**src/rtl/dec_queue_pkg.sv**
```systemverilog
// Shared decode definitions: widths, micro-op codes and type classes.
// Op codes are dense 6-bit values; OP_NOP (0) is also the op of an illegal entry.
// Type classes select the issue path: branch, load, store or ALU.
package dec_queue_pkg;

  localparam int OP_W      = 6;
  localparam int REG_BIT   = 5;
  localparam int DAT_W     = 32;
  localparam int RAM_ADR_W = 32;

  localparam logic [1:0] TP_BR  = 2'd0;
  localparam logic [1:0] TP_LD  = 2'd1;
  localparam logic [1:0] TP_ST  = 2'd2;
  localparam logic [1:0] TP_ALU = 2'd3;

  localparam logic [OP_W-1:0] OP_NOP   = 6'd0;
  localparam logic [OP_W-1:0] OP_LUI   = 6'd1;
  localparam logic [OP_W-1:0] OP_AUIPC = 6'd2;
  localparam logic [OP_W-1:0] OP_JAL   = 6'd3;
  localparam logic [OP_W-1:0] OP_JALR  = 6'd4;
  localparam logic [OP_W-1:0] OP_BEQ   = 6'd5;
  localparam logic [OP_W-1:0] OP_BNE   = 6'd6;
  localparam logic [OP_W-1:0] OP_BLT   = 6'd7;
  localparam logic [OP_W-1:0] OP_BGE   = 6'd8;
  localparam logic [OP_W-1:0] OP_BLTU  = 6'd9;
  localparam logic [OP_W-1:0] OP_BGEU  = 6'd10;
  localparam logic [OP_W-1:0] OP_LB    = 6'd11;
  localparam logic [OP_W-1:0] OP_LH    = 6'd12;
  localparam logic [OP_W-1:0] OP_LW    = 6'd13;
  localparam logic [OP_W-1:0] OP_LBU   = 6'd14;
  localparam logic [OP_W-1:0] OP_LHU   = 6'd15;
  localparam logic [OP_W-1:0] OP_SB    = 6'd16;
  localparam logic [OP_W-1:0] OP_SH    = 6'd17;
  localparam logic [OP_W-1:0] OP_SW    = 6'd18;
  localparam logic [OP_W-1:0] OP_ADDI  = 6'd19;
  localparam logic [OP_W-1:0] OP_SLTI  = 6'd20;
  localparam logic [OP_W-1:0] OP_SLTIU = 6'd21;
  localparam logic [OP_W-1:0] OP_XORI  = 6'd22;
  localparam logic [OP_W-1:0] OP_ORI   = 6'd23;
  localparam logic [OP_W-1:0] OP_ANDI  = 6'd24;
  localparam logic [OP_W-1:0] OP_SLLI  = 6'd25;
  localparam logic [OP_W-1:0] OP_SRLI  = 6'd26;
  localparam logic [OP_W-1:0] OP_SRAI  = 6'd27;
  localparam logic [OP_W-1:0] OP_ADD   = 6'd28;
  localparam logic [OP_W-1:0] OP_SUB   = 6'd29;
  localparam logic [OP_W-1:0] OP_SLL   = 6'd30;
  localparam logic [OP_W-1:0] OP_SLT   = 6'd31;
  localparam logic [OP_W-1:0] OP_SLTU  = 6'd32;
  localparam logic [OP_W-1:0] OP_XOR   = 6'd33;
  localparam logic [OP_W-1:0] OP_SRL   = 6'd34;
  localparam logic [OP_W-1:0] OP_SRA   = 6'd35;
  localparam logic [OP_W-1:0] OP_OR    = 6'd36;
  localparam logic [OP_W-1:0] OP_AND   = 6'd37;

endpackage

```
**src/rtl/dec_queue_core.sv**
```systemverilog
// dec_core: combinational RV32I (and RV32C when DEC_RVC_EN is defined) decoder.
// Latency: 0 (pure combinational). Backpressure: none, no state.
// Ports: ins_i/ic_i/pbr_i in; op/tp/rd/rs1/rs2/imm/pbr/ill out.
// Without DEC_RVC_EN every compressed instruction decodes as illegal.
// Illegal encodings always come out as op=0, tp=ALU, regs=0, imm=0, pbr=0.
module dec_core
  import dec_queue_pkg::*;
#(
  parameter int XLEN = DAT_W
) (
  input  logic [XLEN-1:0]    ins_i,
  input  logic               ic_i,
  input  logic               pbr_i,
  output logic [OP_W-1:0]    op_o,
  output logic [1:0]         tp_o,
  output logic [REG_BIT-1:0] rd_o,
  output logic [REG_BIT-1:0] rs1_o,
  output logic [REG_BIT-1:0] rs2_o,
  output logic [XLEN-1:0]    imm_o,
  output logic               pbr_o,
  output logic               ill_o
);

  logic [31:0] w;
  assign w = ins_i[31:0];

  logic [XLEN-1:0] imm_i, imm_s, imm_b, imm_u, imm_j, shamt;
  assign imm_i = XLEN'($signed(w[31:20]));
  assign imm_s = XLEN'($signed({w[31:25], w[11:7]}));
  assign imm_b = XLEN'($signed({w[31], w[7], w[30:25], w[11:8], 1'b0}));
  assign imm_u = XLEN'($signed({w[31:12], 12'b0}));
  assign imm_j = XLEN'($signed({w[31], w[19:12], w[20], w[30:21], 1'b0}));
  assign shamt = XLEN'(w[24:20]);

`ifdef DEC_RVC_EN
  logic [15:0] c;
  logic [REG_BIT-1:0] crs1p, crs2p, crd, crs2;
  logic [XLEN-1:0] c_ci, c_j, c_b, c_16sp, c_lui, c_4spn, c_lw, c_lwsp, c_swsp;
  assign c      = ins_i[15:0];
  // 3-bit register fields address x8..x15
  assign crs1p  = {2'b01, c[9:7]};
  assign crs2p  = {2'b01, c[4:2]};
  assign crd    = c[11:7];
  assign crs2   = c[6:2];
  assign c_ci   = XLEN'($signed({c[12], c[6:2]}));
  assign c_j    = XLEN'($signed({c[12], c[8], c[10:9], c[6], c[7], c[2], c[11], c[5:3], 1'b0}));
  assign c_b    = XLEN'($signed({c[12], c[6:5], c[2], c[11:10], c[4:3], 1'b0}));
  assign c_16sp = XLEN'($signed({c[12], c[4:3], c[5], c[2], c[6], 4'b0}));
  assign c_lui  = XLEN'($signed({c[12], c[6:2], 12'b0}));
  assign c_4spn = XLEN'({c[10:7], c[12:11], c[5], c[6], 2'b0});
  assign c_lw   = XLEN'({c[5], c[12:10], c[6], 2'b0});
  assign c_lwsp = XLEN'({c[3:2], c[12], c[6:4], 2'b0});
  assign c_swsp = XLEN'({c[8:7], c[12:9], 2'b0});
`endif

  logic kill_pbr;

  always_comb begin
    op_o     = OP_NOP;
    tp_o     = TP_ALU;
    rd_o     = '0;
    rs1_o    = '0;
    rs2_o    = '0;
    imm_o    = '0;
    ill_o    = 1'b1;
    kill_pbr = 1'b0;
    pbr_o    = 1'b0;

    if (!ic_i) begin
      case (w[6:0])
        7'b0110111: begin op_o = OP_LUI;   rd_o = w[11:7]; imm_o = imm_u; ill_o = 1'b0; end
        7'b0010111: begin op_o = OP_AUIPC; rd_o = w[11:7]; imm_o = imm_u; ill_o = 1'b0; end
        7'b1101111: begin
          op_o = OP_JAL; tp_o = TP_BR; rd_o = w[11:7]; imm_o = imm_j; ill_o = 1'b0;
        end
        7'b1100111: begin
          op_o = OP_JALR; tp_o = TP_BR; rd_o = w[11:7]; rs1_o = w[19:15]; imm_o = imm_i;
          kill_pbr = 1'b1;
          ill_o = (w[14:12] != 3'b000);
        end
        7'b1100011: begin
          tp_o = TP_BR; rs1_o = w[19:15]; rs2_o = w[24:20]; imm_o = imm_b; ill_o = 1'b0;
          case (w[14:12])
            3'b000:  op_o = OP_BEQ;
            3'b001:  op_o = OP_BNE;
            3'b100:  op_o = OP_BLT;
            3'b101:  op_o = OP_BGE;
            3'b110:  op_o = OP_BLTU;
            3'b111:  op_o = OP_BGEU;
            default: ill_o = 1'b1;
          endcase
        end
        7'b0000011: begin
          tp_o = TP_LD; rd_o = w[11:7]; rs1_o = w[19:15]; imm_o = imm_i; ill_o = 1'b0;
          case (w[14:12])
            3'b000:  op_o = OP_LB;
            3'b001:  op_o = OP_LH;
            3'b010:  op_o = OP_LW;
            3'b100:  op_o = OP_LBU;
            3'b101:  op_o = OP_LHU;
            default: ill_o = 1'b1;
          endcase
        end
        7'b0100011: begin
          tp_o = TP_ST; rs1_o = w[19:15]; rs2_o = w[24:20]; imm_o = imm_s; ill_o = 1'b0;
          case (w[14:12])
            3'b000:  op_o = OP_SB;
            3'b001:  op_o = OP_SH;
            3'b010:  op_o = OP_SW;
            default: ill_o = 1'b1;
          endcase
        end
        7'b0010011: begin
          rd_o = w[11:7]; rs1_o = w[19:15]; imm_o = imm_i; ill_o = 1'b0;
          case (w[14:12])
            3'b000: op_o = OP_ADDI;
            3'b010: op_o = OP_SLTI;
            3'b011: op_o = OP_SLTIU;
            3'b100: op_o = OP_XORI;
            3'b110: op_o = OP_ORI;
            3'b111: op_o = OP_ANDI;
            3'b001: begin op_o = OP_SLLI; imm_o = shamt; end
            default: begin op_o = w[30] ? OP_SRAI : OP_SRLI; imm_o = shamt; end
          endcase
        end
        7'b0110011: begin
          rd_o = w[11:7]; rs1_o = w[19:15]; rs2_o = w[24:20]; ill_o = 1'b0;
          case (w[14:12])
            3'b000:  op_o = w[30] ? OP_SUB : OP_ADD;
            3'b001:  op_o = OP_SLL;
            3'b010:  op_o = OP_SLT;
            3'b011:  op_o = OP_SLTU;
            3'b100:  op_o = OP_XOR;
            3'b101:  op_o = w[30] ? OP_SRA : OP_SRL;
            3'b110:  op_o = OP_OR;
            default: op_o = OP_AND;
          endcase
        end
        default: ill_o = 1'b1;
      endcase
    end else begin
`ifdef DEC_RVC_EN
      ill_o = 1'b0;
      case ({c[1:0], c[15:13]})
        5'b00_000: begin  // c.addi4spn, zero immediate is reserved
          op_o = OP_ADDI; rd_o = crs2p; rs1_o = 5'd2; imm_o = c_4spn;
          ill_o = (c_4spn == '0);
        end
        5'b00_010: begin op_o = OP_LW; tp_o = TP_LD; rd_o = crs2p; rs1_o = crs1p; imm_o = c_lw; end
        5'b00_110: begin op_o = OP_SW; tp_o = TP_ST; rs1_o = crs1p; rs2_o = crs2p; imm_o = c_lw; end
        5'b01_000: begin op_o = OP_ADDI; rd_o = crd; rs1_o = crd; imm_o = c_ci; end
        5'b01_001: begin op_o = OP_JAL; tp_o = TP_BR; rd_o = 5'd1; imm_o = c_j; end
        5'b01_010: begin op_o = OP_ADDI; rd_o = crd; imm_o = c_ci; end
        5'b01_011: begin
          if (crd == 5'd2) begin
            op_o = OP_ADDI; rd_o = crd; rs1_o = crd; imm_o = c_16sp;
          end else begin
            op_o = OP_LUI; rd_o = crd; imm_o = c_lui;
          end
          ill_o = ({c[12], c[6:2]} == 6'd0);
        end
        5'b01_100: begin
          rd_o = crs1p; rs1_o = crs1p;
          case (c[11:10])
            2'b00: begin op_o = OP_SRLI; imm_o = XLEN'(c[6:2]); ill_o = c[12]; end
            2'b01: begin op_o = OP_SRAI; imm_o = XLEN'(c[6:2]); ill_o = c[12]; end
            2'b10: begin op_o = OP_ANDI; imm_o = c_ci; end
            default: begin
              rs2_o = crs2p;
              ill_o = c[12];
              case (c[6:5])
                2'b00:   op_o = OP_SUB;
                2'b01:   op_o = OP_XOR;
                2'b10:   op_o = OP_OR;
                default: op_o = OP_AND;
              endcase
            end
          endcase
        end
        5'b01_101: begin op_o = OP_JAL; tp_o = TP_BR; imm_o = c_j; end
        5'b01_110: begin op_o = OP_BEQ; tp_o = TP_BR; rs1_o = crs1p; imm_o = c_b; end
        5'b01_111: begin op_o = OP_BNE; tp_o = TP_BR; rs1_o = crs1p; imm_o = c_b; end
        5'b10_000: begin
          op_o = OP_SLLI; rd_o = crd; rs1_o = crd; imm_o = XLEN'(c[6:2]); ill_o = c[12];
        end
        5'b10_010: begin
          op_o = OP_LW; tp_o = TP_LD; rd_o = crd; rs1_o = 5'd2; imm_o = c_lwsp;
          ill_o = (crd == 5'd0);
        end
        5'b10_100: begin
          if (crs2 != 5'd0) begin  // c.mv / c.add
            op_o = OP_ADD; rd_o = crd; rs1_o = c[12] ? crd : 5'd0; rs2_o = crs2;
          end else begin           // c.jr / c.jalr; c.ebreak is unsupported
            op_o = OP_JALR; tp_o = TP_BR; rd_o = {4'b0, c[12]}; rs1_o = crd;
            kill_pbr = 1'b1;
            ill_o = (crd == 5'd0);
          end
        end
        5'b10_110: begin op_o = OP_SW; tp_o = TP_ST; rs1_o = 5'd2; rs2_o = crs2; imm_o = c_swsp; end
        default: ill_o = 1'b1;  // quadrant 11 and reserved funct3
      endcase
`endif
    end

    // Normalise every illegal path to a single clean payload.
    if (ill_o) begin
      op_o  = OP_NOP;
      tp_o  = TP_ALU;
      rd_o  = '0;
      rs1_o = '0;
      rs2_o = '0;
      imm_o = '0;
    end
    pbr_o = pbr_i && !ill_o && !kill_pbr;
  end

endmodule

```
**src/rtl/dec_queue.sv**
```systemverilog
// dec_queue: decode stage feeding a DEPTH-entry circular buffer of micro-ops.
// Latency: 1 cycle from push edge to is_valid_o. Backpressure: if_ready_o low when full, en=0, flush_i or reset.
// Ports: fetch side if_* (valid/ready), issue side is_* (valid/ready), en stall, flush_i, count_o.
// Optional macro DEC_RVC_EN enables RV32C decode; otherwise compressed pushes queue as illegal.
module dec_queue
  import dec_queue_pkg::*;
#(
  parameter int DEPTH = 4,
  parameter int ADR_W = RAM_ADR_W,
  parameter int XLEN  = DAT_W,
  localparam int PTR_W = $clog2(DEPTH),
  localparam int CNT_W = PTR_W + 1
) (
  input  logic               clk,
  input  logic               rst_n,
  input  logic               en,
  input  logic               flush_i,
  input  logic               if_valid_i,
  output logic               if_ready_o,
  input  logic               if_ic_i,
  input  logic [XLEN-1:0]    if_ins_i,
  input  logic [ADR_W-1:0]   if_pc_i,
  input  logic               if_pbr_i,
  output logic               is_valid_o,
  input  logic               is_ready_i,
  output logic               is_ic_o,
  output logic [1:0]         is_tp_o,
  output logic [OP_W-1:0]    is_op_o,
  output logic [REG_BIT-1:0] is_rd_o,
  output logic [REG_BIT-1:0] is_rs1_o,
  output logic [REG_BIT-1:0] is_rs2_o,
  output logic [XLEN-1:0]    is_imm_o,
  output logic [ADR_W-1:0]   is_pc_o,
  output logic               is_pbr_o,
  output logic               is_ill_o,
  output logic [CNT_W-1:0]   count_o
);

  typedef struct packed {
    logic               ic;
    logic [1:0]         tp;
    logic [OP_W-1:0]    op;
    logic [REG_BIT-1:0] rd;
    logic [REG_BIT-1:0] rs1;
    logic [REG_BIT-1:0] rs2;
    logic [XLEN-1:0]    imm;
    logic [ADR_W-1:0]   pc;
    logic               pbr;
    logic               ill;
  } uop_t;

  uop_t dec_uop;
  uop_t mem_q [DEPTH];
  uop_t head;

  logic [PTR_W-1:0] wr_q, wr_d, rd_q, rd_d;
  logic [CNT_W-1:0] cnt_q, cnt_d;
  logic             push, pop;

  dec_core #(.XLEN(XLEN)) u_dec_core (
    .ins_i (if_ins_i),
    .ic_i  (if_ic_i),
    .pbr_i (if_pbr_i),
    .op_o  (dec_uop.op),
    .tp_o  (dec_uop.tp),
    .rd_o  (dec_uop.rd),
    .rs1_o (dec_uop.rs1),
    .rs2_o (dec_uop.rs2),
    .imm_o (dec_uop.imm),
    .pbr_o (dec_uop.pbr),
    .ill_o (dec_uop.ill)
  );
  assign dec_uop.ic = if_ic_i;
  assign dec_uop.pc = if_pc_i;

  // rst_n gates ready so fetch sees no acceptance while reset is held.
  assign if_ready_o = rst_n && (cnt_q < CNT_W'(DEPTH)) && en && !flush_i;
  assign is_valid_o = (cnt_q != '0);
  assign push       = if_valid_i && if_ready_o;
  assign pop        = is_valid_o && is_ready_i && en && !flush_i;

  always_comb begin
    wr_d  = wr_q;
    rd_d  = rd_q;
    cnt_d = cnt_q;
    if (flush_i) begin
      wr_d  = '0;
      rd_d  = '0;
      cnt_d = '0;
    end else begin
      if (push) wr_d = wr_q + PTR_W'(1);
      if (pop)  rd_d = rd_q + PTR_W'(1);
      case ({push, pop})
        2'b10:   cnt_d = cnt_q + CNT_W'(1);
        2'b01:   cnt_d = cnt_q - CNT_W'(1);
        default: cnt_d = cnt_q;
      endcase
    end
  end

  always_ff @(posedge clk or negedge rst_n) begin
    if (!rst_n) begin
      wr_q  <= '0;
      rd_q  <= '0;
      cnt_q <= '0;
    end else begin
      wr_q  <= wr_d;
      rd_q  <= rd_d;
      cnt_q <= cnt_d;
    end
  end

  // Storage is reset so the payload outputs read zero out of reset.
  always_ff @(posedge clk or negedge rst_n) begin
    if (!rst_n) begin
      for (int i = 0; i < DEPTH; i++) mem_q[i] <= '0;
    end else if (push) begin
      mem_q[wr_q] <= dec_uop;
    end
  end

  assign head     = mem_q[rd_q];
  assign is_ic_o  = head.ic;
  assign is_tp_o  = head.tp;
  assign is_op_o  = head.op;
  assign is_rd_o  = head.rd;
  assign is_rs1_o = head.rs1;
  assign is_rs2_o = head.rs2;
  assign is_imm_o = head.imm;
  assign is_pc_o  = head.pc;
  assign is_pbr_o = head.pbr;
  assign is_ill_o = head.ill;
  assign count_o  = cnt_q;

endmodule

```
**config.mk**
```make
export PLATFORM = sky130hd
export DESIGN_NAME = dec_queue
export DESIGN_NICKNAME = d
export VERILOG_FILES = /design/src/rtl/dec_queue_pkg.sv /design/src/rtl/dec_queue_core.sv /design/src/rtl/dec_queue.sv
export SDC_FILE = /design/constraint.sdc
export NUM_CORES = 1
export LEC_CHECK = 0
export ABC_CLOCK_PERIOD_IN_PS = 2000
export CAP_MARGIN = 0
export CORE_MARGIN = 3
export CORE_UTILIZATION = 51
export DETAILED_ROUTE_END_ITERATION = 8
export GPL_TIMING_DRIVEN = 1
export PLACE_DENSITY_LB_ADDON = 0.15
export REMOVE_ABC_BUFFERS = 1
export SLEW_MARGIN = 20
export SYNTH_ARGS = -nofsm -noshare
export SYNTH_HDL_FRONTEND = slang
export SYNTH_HIERARCHICAL = 1
export SYNTH_SLANG_ARGS = --single-unit
```
**constraint.sdc**
```tcl
create_clock -name clk -period 2 [get_ports clk]
set_input_delay 0.5 -clock clk [delete_from_list [all_inputs] [get_ports clk]]
set_output_delay 0.5 -clock clk [all_outputs]
set_load 0.03 [all_outputs]
```
==> run_results.csv <==
group,metric,value,unit
timing,max_slew.worst_pin.slew,869.6,ps
setup_path,endpoint_kind,"output pin",
final_layout,drive_above_1_share,41.03,%
setup_path,timing.rr.start,"count_o[2]$_DFFE_PN0P_",
global_route,grt_pass1_vias,11770,
floorplanning,num_rows,66,
logic_synthesis,ys_seq_area_share,52.92,%
power_and_ir_drop,vdd_drop_max,0.7551,mV
placed_design,place_congestion,0.9042,
floorplanning,dieWidth,190.5,um
clocking,cts_tree,"built",
power_and_ir_drop,fin_total_pwr,17190,uW
global_route,track_usage,23.92,%
floorplanning,die_h,190.5,um
timing,drv_slew,0,
global_route,antenna_found_initial,2,
timing,setup_viol,90,
drt,vias,10830,
setup_path,critPathTopFamily,"buffers and inverters",
setup_path,cp-endpoint,"is_imm_o[14]",
outcome,violations,"negative setup slack",
clocking,h-tree-depth,2,
final_layout,syn2layout_area_growth,32.42,%
logic_synthesis,synth_simple_gate_area_share,5.105,%
setup_path,slowest_delay,550,ps
outcome,outcome,"finished with violations",
drt,via_per_inst,5.654,
placed_design,dp_cells,1790,
logic_synthesis,synth_compound_area_share,3.367,%
setup_path,crit_path_top_delay_cell,"mux4_2",
timing,rsz0062_at_grt,"yes",
power_and_ir_drop,total_leakage_power,0.01091,uW
placed_design,io_buffers,166,
timing,post-route-period-util,131.1,%
power_and_ir_drop,p_per_area,748.2,nW/um2
final_layout,nNetsFinal,1520,
floorplanning,initial_core_util,52.54,%
logic_synthesis,async_flop_share,100.0,%
global_route,overflow,0,
clocking,cts_buffers,40,
clocking,cts_root_buf,"clkbuf_16",
logic_synthesis,synth_fa_ha_area_share,0.4037,%
drt,drc,0,
clocking,cts_sinks,367,
clocking,path_clk_slew,60,ps
logic_synthesis,synthMuxAreaShare,35.23,%
final_layout,final_cell_mix,"365 x dfrtp_1, 266 x mux2_1, 115 x buf_6",
setup_path,path_max_fanout,8,
final_layout,multi_input_area,8074,um2
final_layout,nFillCells,2273,
setup_path,crit_chain,"buf_6, buf_16, buf_12, mux4_2, buf_6",
final_layout,fin_cells,1915,
clocking,insertion_delay,520,ps
logic_synthesis,yosys_warnings,6,
timing,post-route-min-period,2622,ps
timing,slew_headroom,42.02,%
setup_path,r2r-end,"count_o[0]$_DFFE_PN0P_",
drt,wl_per_cell,22.13,um
drt,ant_nets,0,
timing,fmax,381.3,MHz
final_layout,register_area,9191,um2
setup_path,start_kind,"flip-flop",
worst_hold_path,hold_path_class,"flip-flop to flip-flop",
logic_synthesis,synthCells,1134,
setup_path,path_class,"flip-flop to output pin",
global_route,grt_start_max_net_pins,152,
setup_path,crit_top_cell,"buf_6",
floorplanning,coreArea,33030,um2
global_route,grt_pass1_wl,67990,um
setup_path,rrSetupSlack,120,ps
logic_synthesis,yosys_register_bits,367,
setup_path,cp.arrival,2120,ps
final_layout,utilization,69.57,%
timing,fin_ws,-622.4,ps
setup_path,cp-startpoint,"rd_q[0]$_DFFE_PN0P_",
logic_synthesis,ys.flop_type,"dfrtp_1",
drt,drt_wl_total,42370,um
timing,fin_skew,13.74,ps
logic_synthesis,synth_top_family_by_area,"multiplexers",
setup_path,cp.depth,5,
floorplanning,boundaryPins,167,
logic_synthesis,ys_types,67,
setup_path,worstPathRequired,1500,ps
clocking,cts_buffer_depth,3,
setup_path,r2r_cells,6,
logic_synthesis,synth_xor_xnor_area_share,0.2019,%
floorplanning,dieArea,36280,um2
flow_run,maxCapViolCount,0,
placed_design,dp_hpwl,27060,um
drt,drt_first_iter_violations,539,
timing,finalHoldViolations,0,
final_layout,layout_commonest_cell,"dfrtp_1",
logic_synthesis,synthesis.area,17350,um2
setup_path,critical_path_buf_inv_count,4,
logic_synthesis,syn_avg_cell_area,15.30,um2
logic_synthesis,synth_edf_count,0,
drt,first_pass_iters,4,
[synth_stat cells (3+ instances only)]
cell | instances | area (um2)
nand3_1 | 5 | 25.02
a21oi_1 | 8 | 40.04
buf_4 | 20 | 150.1
nor2b_1 | 4 | 25.02
nor2_1 | 20 | 75.07
nand2_1 | 42 | 157.7
a21oi_2 | 19 | 166.4
clkbuf_1 | 20 | 75.07
inv_1 | 6 | 22.52
a22oi_1 | 7 | 52.55
mux2_2 | 92 | 1036
xnor2_1 | 3 | 26.28
nor3_1 | 7 | 35.03
mux4_2 | 90 | 2027
nor4_1 | 3 | 18.77
o21ai_0 | 10 | 50.05
buf_6 | 4 | 45.04
dfrtp_1 | 367 | 9184
and2_1 | 11 | 68.82
mux2_1 | 270 | 3040
buf_2 | 33 | 165.2
and3_1 | 7 | 43.79
nand2b_1 | 10 | 62.56
a31oi_1 | 6 | 37.54
ha_1 | 4 | 50.05
nor2_4 | 10 | 112.6
o211ai_1 | 4 | 30.03
or3_1 | 5 | 31.28
o32a_1 | 3 | 30.03
[per-layer routing]
layer	global-route usage [%]	vias up	wire length, um
met5	0	-	7
met4	5.052	2	704
met3	4.596	55	2088
met2	39.45	203	20670
met1	33.54	5718	18900
li1	-	4850	-
[worst min path at each step]
stage / from / to / slack [ps] / cells past startpoint
finish: mem_q[170]$_DFFE_PN0P_ / mem_q[170]$_DFFE_PN0P_ / 490 / 1
global route: mem_q[147]$_DFFE_PN0P_ / mem_q[147]$_DFFE_PN0P_ / 490 / 1
CTS: rst_n / mem_q[191]$_DFFE_PN0P_ / 490 / 3
detailed placement: mem_q[169]$_DFFE_PN0P_ / mem_q[169]$_DFFE_PN0P_ / 480 / 1
global placement: mem_q[133]$_DFFE_PN0P_ / mem_q[133]$_DFFE_PN0P_ / 470 / 1
floorplan: rst_n / count_o[0]$_DFFE_PN0P_ / 200 / 0
[metrics by stage]
step | setup WS [ps] | cell area [um2] | hold WS (ps) | TNS [ps]
finish | -622.4 | 22980 | 485.3 | -47740
global route | -676.1 | 22980 | 492.8 | -52910
global placement | -1006 | 20320 | 467.6 | -288880
floorplan | -2793 | 16900 | 204.4 | -711240
CTS | -634.1 | 22620 | 486.9 | -49360
detailed placement | -1066 | 20320 | 475.5 | -292590
[kinds of logic (layout without fill, tap and decap cells)]
group | after synthesis | in the layout
AOI/OAI and AO/OA | 73 | 73
xor gates and xnor gates | 4 | 4
adders and majority gates | 5 | 5
buffers and inverters | 85 | 423
DFF | 367 | 367
muxes | 453 | 453
other | 0 | 1
and+or+nand+nor | 147 | 147
[report_power, final]
part           total (uW)  internal [uW]  switching (uW)
registers            7940           7770             165
clock network        6900           4030            2870
logic                2360           1180            1180
total               17200          13000            4210
[repair_timing]
action | CTS | global route
cloned | 11 | 1
setup buffers | 25 | 17
hold endpoints to repair | 16 | 0
hold buffers | 1 | 0
pin swaps | 10 | 15
gates resized for setup | 461 | 87
endpoints found under the setup margin | 323 | 361
[final cells by class]
type / count / area share, %
multi-input combinational: 682 / 35.13
clock inverter: 10 / 0.2341
inverter: 7 / 0.1252
antenna: 1 / 0.01089
tap: 442 / 2.406
timing repair buffer: 345 / 17.00
sequential: 367 / 40.00
clock buffer: 61 / 5.096
[sequential cells by signal, indices dropped and copies added, names as in the netlist]
| name | cells |
|---|---|
| wr_q | 2 |
| mem_q | 360 |
| rd_q | 2 |
| count_o | 3 |
(Power assumes the default switching activity.)
